==> config.mk <==
export PLATFORM = sky130hd
export DESIGN_NAME = down_counter_arbiter
export DESIGN_NICKNAME = d
export VERILOG_FILES = /design/src/rtl/down_counter_arbiter.sv
export SDC_FILE = /design/constraint.sdc
export NUM_CORES = 1
export LEC_CHECK = 0
export ABC_AREA = 0
export CAP_MARGIN = 20
export CORE_MARGIN = 2
export CORE_UTILIZATION = 50
export DETAILED_ROUTE_END_ITERATION = 7
export GPL_TIMING_DRIVEN = 1
export PLACE_DENSITY_LB_ADDON = 0.15
export REMOVE_ABC_BUFFERS = 1
export SYNTH_ARGS = -nofsm -noshare
export SYNTH_HDL_FRONTEND = slang
export SYNTH_SLANG_ARGS = --single-unit
==> constraint.sdc <==
create_clock -name clk_i -period 4.6 [get_ports clk_i]
set_input_delay 0.69 -clock clk_i [delete_from_list [all_inputs] [get_ports clk_i]]
set_output_delay 0.69 -clock clk_i [all_outputs]
set_load 0.1 [all_outputs]
==> src/rtl/down_counter_arbiter.sv <==
// down_counter_arbiter: one shared CNT_W-bit down-counter time-shared between
// NUM_REQ requesters. A round-robin arbiter picks an owner. A four-state FSM
// (IDLE/LOAD/COUNT/DONE) then loads that owner's start value, counts it down
// to zero and pulses the owner's done bit.
// Optional feature macro: DOWN_CNT_PAUSE_EN adds pause_i, which freezes COUNT.
module down_counter_arbiter #(
    parameter int NUM_REQ = 4,
    parameter int CNT_W   = 4
) (
    input  logic                     clk_i,
    input  logic                     reset_i,
    input  logic [NUM_REQ-1:0]       req_i,
    input  logic [NUM_REQ*CNT_W-1:0] load_val_i,
`ifdef DOWN_CNT_PAUSE_EN
    input  logic                     pause_i,
`endif
    output logic [NUM_REQ-1:0]       grant_o,
    output logic [NUM_REQ-1:0]       done_o,
    output logic [CNT_W-1:0]         count_o,
    output logic                     busy_o
);

    localparam int IDX_W = (NUM_REQ > 1) ? $clog2(NUM_REQ) : 1;

    typedef enum logic [1:0] {IDLE, LOAD, COUNT, DONE} state_t;

    state_t             state_q,  state_d;
    logic [NUM_REQ-1:0] grant_q,  grant_d;
    logic [NUM_REQ-1:0] done_q,   done_d;
    logic [CNT_W-1:0]   count_q,  count_d;
    logic               busy_q,   busy_d;
    logic [IDX_W-1:0]   ptr_q,    ptr_d;
    logic [IDX_W-1:0]   winner_q, winner_d;

    logic [CNT_W-1:0]   load_arr [NUM_REQ];
    logic [IDX_W-1:0]   cand_idx [NUM_REQ];
    logic               arb_found;
    logic [IDX_W-1:0]   arb_idx;
    logic               pause_hold;
    logic               owner_req;
    logic [CNT_W-1:0]   sel_load;
    logic [IDX_W-1:0]   ptr_after_winner;

    // Per-requester start values and the rotated search order starting at the pointer.
    for (genvar gi = 0; gi < NUM_REQ; gi++) begin : g_req
        assign load_arr[gi] = load_val_i[gi*CNT_W +: CNT_W];
        assign cand_idx[gi] = IDX_W'((int'(ptr_q) + gi) % NUM_REQ);
    end

`ifdef DOWN_CNT_PAUSE_EN
    assign pause_hold = pause_i;
`else
    assign pause_hold = 1'b0;
`endif

    assign owner_req        = req_i[winner_q];
    assign sel_load         = load_arr[winner_q];
    assign ptr_after_winner = (winner_q == IDX_W'(NUM_REQ - 1)) ? '0 : winner_q + 1'b1;

    // Round-robin pick: first set request at or after the pointer, wrapping.
    always_comb begin
        arb_found = 1'b0;
        arb_idx   = '0;
        for (int k = 0; k < NUM_REQ; k++) begin
            if (!arb_found && req_i[cand_idx[k]]) begin
                arb_found = 1'b1;
                arb_idx   = cand_idx[k];
            end
        end
    end

    // Next-state and registered-output logic for the IDLE/LOAD/COUNT/DONE sequence.
    always_comb begin
        state_d  = state_q;
        grant_d  = grant_q;
        done_d   = '0;
        count_d  = count_q;
        busy_d   = busy_q;
        ptr_d    = ptr_q;
        winner_d = winner_q;
        unique case (state_q)
            IDLE: begin
                if (arb_found) begin
                    winner_d = arb_idx;
                    grant_d  = NUM_REQ'(1) << arb_idx;
                    state_d  = LOAD;
                    busy_d   = 1'b1;
                end
            end
            LOAD: begin
                if (!owner_req) begin
                    // Owner withdrew: release without loading; count keeps its old value.
                    grant_d = '0;
                    state_d = IDLE;
                    busy_d  = 1'b0;
                    ptr_d   = ptr_after_winner;
                end else begin
                    count_d = sel_load;
                    if (sel_load == '0) begin
                        state_d = DONE;
                        done_d  = grant_q;
                    end else begin
                        state_d = COUNT;
                    end
                end
            end
            COUNT: begin
                if (!owner_req) begin
                    grant_d = '0;
                    state_d = IDLE;
                    busy_d  = 1'b0;
                    ptr_d   = ptr_after_winner;
                end else if (!pause_hold) begin
                    // Reaching zero moves to DONE on the same edge, so zero is never passed.
                    if (count_q <= CNT_W'(1)) begin
                        count_d = '0;
                        state_d = DONE;
                        done_d  = grant_q;
                    end else begin
                        count_d = count_q - 1'b1;
                    end
                end
            end
            DONE: begin
                grant_d = '0;
                state_d = IDLE;
                busy_d  = 1'b0;
                ptr_d   = ptr_after_winner;
            end
            default: begin
                grant_d = '0;
                state_d = IDLE;
                busy_d  = 1'b0;
            end
        endcase
    end

    // State and output registers, cleared asynchronously.
    always_ff @(posedge clk_i or posedge reset_i) begin
        if (reset_i) begin
            state_q  <= IDLE;
            grant_q  <= '0;
            done_q   <= '0;
            count_q  <= '0;
            busy_q   <= 1'b0;
            ptr_q    <= '0;
            winner_q <= '0;
        end else begin
            state_q  <= state_d;
            grant_q  <= grant_d;
            done_q   <= done_d;
            count_q  <= count_d;
            busy_q   <= busy_d;
            ptr_q    <= ptr_d;
            winner_q <= winner_d;
        end
    end

    assign grant_o = grant_q;
    assign done_o  = done_q;
    assign count_o = count_q;
    assign busy_o  = busy_q;

endmodule

==> results.md <==
* Outcome: finished clean
* Vias in the first global route at 1,032
* Pleak at 0.664 nW
* Most frequent cells after synthesis: 19 x dfrtp_1, 10 x inv_1, 10 x nand2_1, 7 x ha_1, 7 x o21ai_0
* Sw Share at 55.3%
* Clock power share at 7.7%
* Global route total overflow at 0
* Row cnt at 17
* Largest delay share family, worst path: buffers and inverters
* Hold Crit Class: flip-flop to flip-flop
* Syn Area/Cell at 10.7 um2
* Crit-path max cell delay at 1.17 ns
* Largest net degree at the start of global routing at 20
* Worst path bufs/invs at 1
* DR pass1 iterations at 4
* Reg clk slew, reported paths at 0.12 ns
* Final Power at 1.21 mW
* Antenna cells at 0
* Clk root buf: clkbuf_4
* Combinational fraction of design power at 66.1%
* Design area at 0.00159 mm2
* Slowest CP cell: clkdlybuf4s50_1
* Total Wirelength at 2.77 mm
* Final routed DRC violation total at 0
* CTS sink count at 19
* WL per Instance at 15.8 um
* Die area at 0.00280 mm2
* Relative slew margins at 35.3%
* Synth Flop Type: dfrtp_1
* I/O pin cnt at 35
* CTS Hold Bufs at 0
* Post-route non-filler standard cell count at 176
* Max IR drop VDD at 0.000781 V
* Yosys reg bits at 19
* Tcrit/Tclk final at 57.5%
* Starting Density at 53.5%
* Clk_lat worst skew at 0.31 ns
* CP arrival at 1.96 ns
* Endpoints failing hold at 0
* Post-synth EDFFs at 0
* Setup-failing EPs final at 0
* Area of the core at 0.00223 mm2
* Synthesized area at 0.00119 mm2
* Placed cells at 172
* Via density at 5.89
* Initial antenna violation count at 0
* Sequential power share at 26.2%
* Critical path type: flip-flop to primary output
* Share of layout cells above drive strength 1 at 9.46%
* Top-area cell type share of the netlist area at 39.8%
* Post-CTS sizing at 0
* Post-route ant nets at 0
* Synth warn at 0
* Detailed placement HPWL at 2.22 mm
* Post-synthesis sequential area ratio at 39.8%
* Crit path cell chain: clkdlybuf4s50_1
* Slew @ Worst Pin at 0.968 ns
* Maximum clock rate at 378 MHz
* Peak fanout along the critical path at 7
* H-tree depth at 1
* Ys async rst share at 100%
* Synth top area cells: dfrtp_1 40%, mux4_2 7.5%, ha_1 7.3%
* First-pass GRT wire length at 4.47 mm
* Cell taking the most area after synthesis: dfrtp_1
* Int Power at 0.540 mW
* Via count at 1,037
* Switch Pwr at 0.669 mW
* DR iter-0 viols at 13
* Worst setup EP type: primary output
* Chip height at 52.9 um
* DP Area at 0.00156 mm2
* Tmin final at 2.65 ns
* Max Cap Viol at 0
* Routability congestion estimate at 0.781
* CTS tree: yes
* IO buf count at 34
* WP data required at 3.91 ns
* Cell count after synthesis at 112
* RSZ-0062 raised after global routing: no
* Die X at 52.9 um
* Power Density at 762 mW/mm2
* Post-synth cell types at 39
* Setup crit start kind: flip-flop
* Most common cell in the synthesized netlist: dfrtp_1
* Layout net count at 178
* P&R area growth vs syn at 32.7%
* Clock Skew at 0.00192 ns
* Final count of pins violating max slew at 0
* Setup_tns at 0 ns
* Total track usage at 22.0%
* CTS max path bufs at 2
* Post-CTS Setup Bufs at 0
* Num CTS Buffers at 3
-- per-layer routing --
layer | track usage [%] | vias to the layer above | routed length (um)
met4 | 10.3 | 0 | 53
met5 | 0 | - | 0
li1 | - | 489 | -
met3 | 3.11 | 6 | 103
met2 | 38.5 | 27 | 1490
met1 | 26.3 | 515 | 1130
-- path summary, 6_finish.rpt --
check / startpoint / end / slack [ns] / depth (start not counted)
min reg2reg: busy_o / busy_o / 0.50 / 2
max in group asynchronous: reset_i / winner_q[0] / 3.36 / 2
min: busy_o / busy_o / 0.50 / 2
min in group asynchronous: reset_i / state_q[1] / 0.79 / 2
max reg2reg: winner_q[0] / done_o[0] / 2.38 / 4
max: count_o[2] / count_o[2] / 1.95 / 1
-- placed cells by master, fill, tap and decap left out, types with 2 or more instances in the layout --
cell type,n
dfrtp_1,19
a2bb2oi_1,2
o41ai_1,4
o21ai_0,7
clkdlybuf4s50_1,34
nor2b_1,2
nor2_1,6
mux2_2,3
nand2_1,10
and2_1,4
mux4_2,4
a21oi_1,5
ha_1,7
clkbuf_4,3
inv_1,10
nand2b_1,4
-- worst register-to-register path: cells and delay by family (launching register included) --
kind               cells  cell delay (ns)
AOI/OAI and AO/OA      1             0.29
and+or+nand+nor        2             0.73
muxes                  1             0.57
DFF                    1             0.58
-- state kept, by name (all words and copies together), names as in the netlist --
| signal | count |
|---|---|
| count_o | 4 |
| winner_q | 2 |
| done_o | 4 |
| grant_o | 4 |
| busy_o | 1 |
| ptr_q | 2 |
| state_q | 2 |
-- layout make-up --
type,count,area [um2]
Clock buffer,3,22.5
Clock inverter,1,7.51
Fill cell,187,648
Inverter,10,37.5
Multi-Input combinational cell,81,667
Sequential cell,19,475
Tap cell,28,35.0
Timing Repair Buffer,34,340
-- logic make-up after synthesis --
family                     after synthesis  synth area share (%)
and+or+nand+nor                         33                  14.9
buffers and inverters                   12                  4.40
AOI/OAI and AO/OA                       33                  21.0
DFF                                     19                  39.8
muxes                                    8                  12.6
adders and majority gates                7                  7.33
-- stage by stage --
stage	setup WS, ns	util [%]	hold WS [ns]
after global placement	1.94	69.6	0.467
after global routing	1.87	71.0	0.558
final	1.95	71.0	0.502
after detailed placement	1.91	69.6	0.482
after CTS	1.95	71.0	0.506
after floorplan	2.29	-	0.492
-- power groups by stage --
stage	Sequential [mW]	Combinational [mW]	Clock, mW
global route	0.329	0.859	0.103
global placement	0.315	0.782	0
floorplan	0.572	0.352	0
CTS	0.317	0.801	0.0956
detailed placement	0.321	0.798	0
finish	0.317	0.799	0.0926
(Power assumes the default switching activity.)
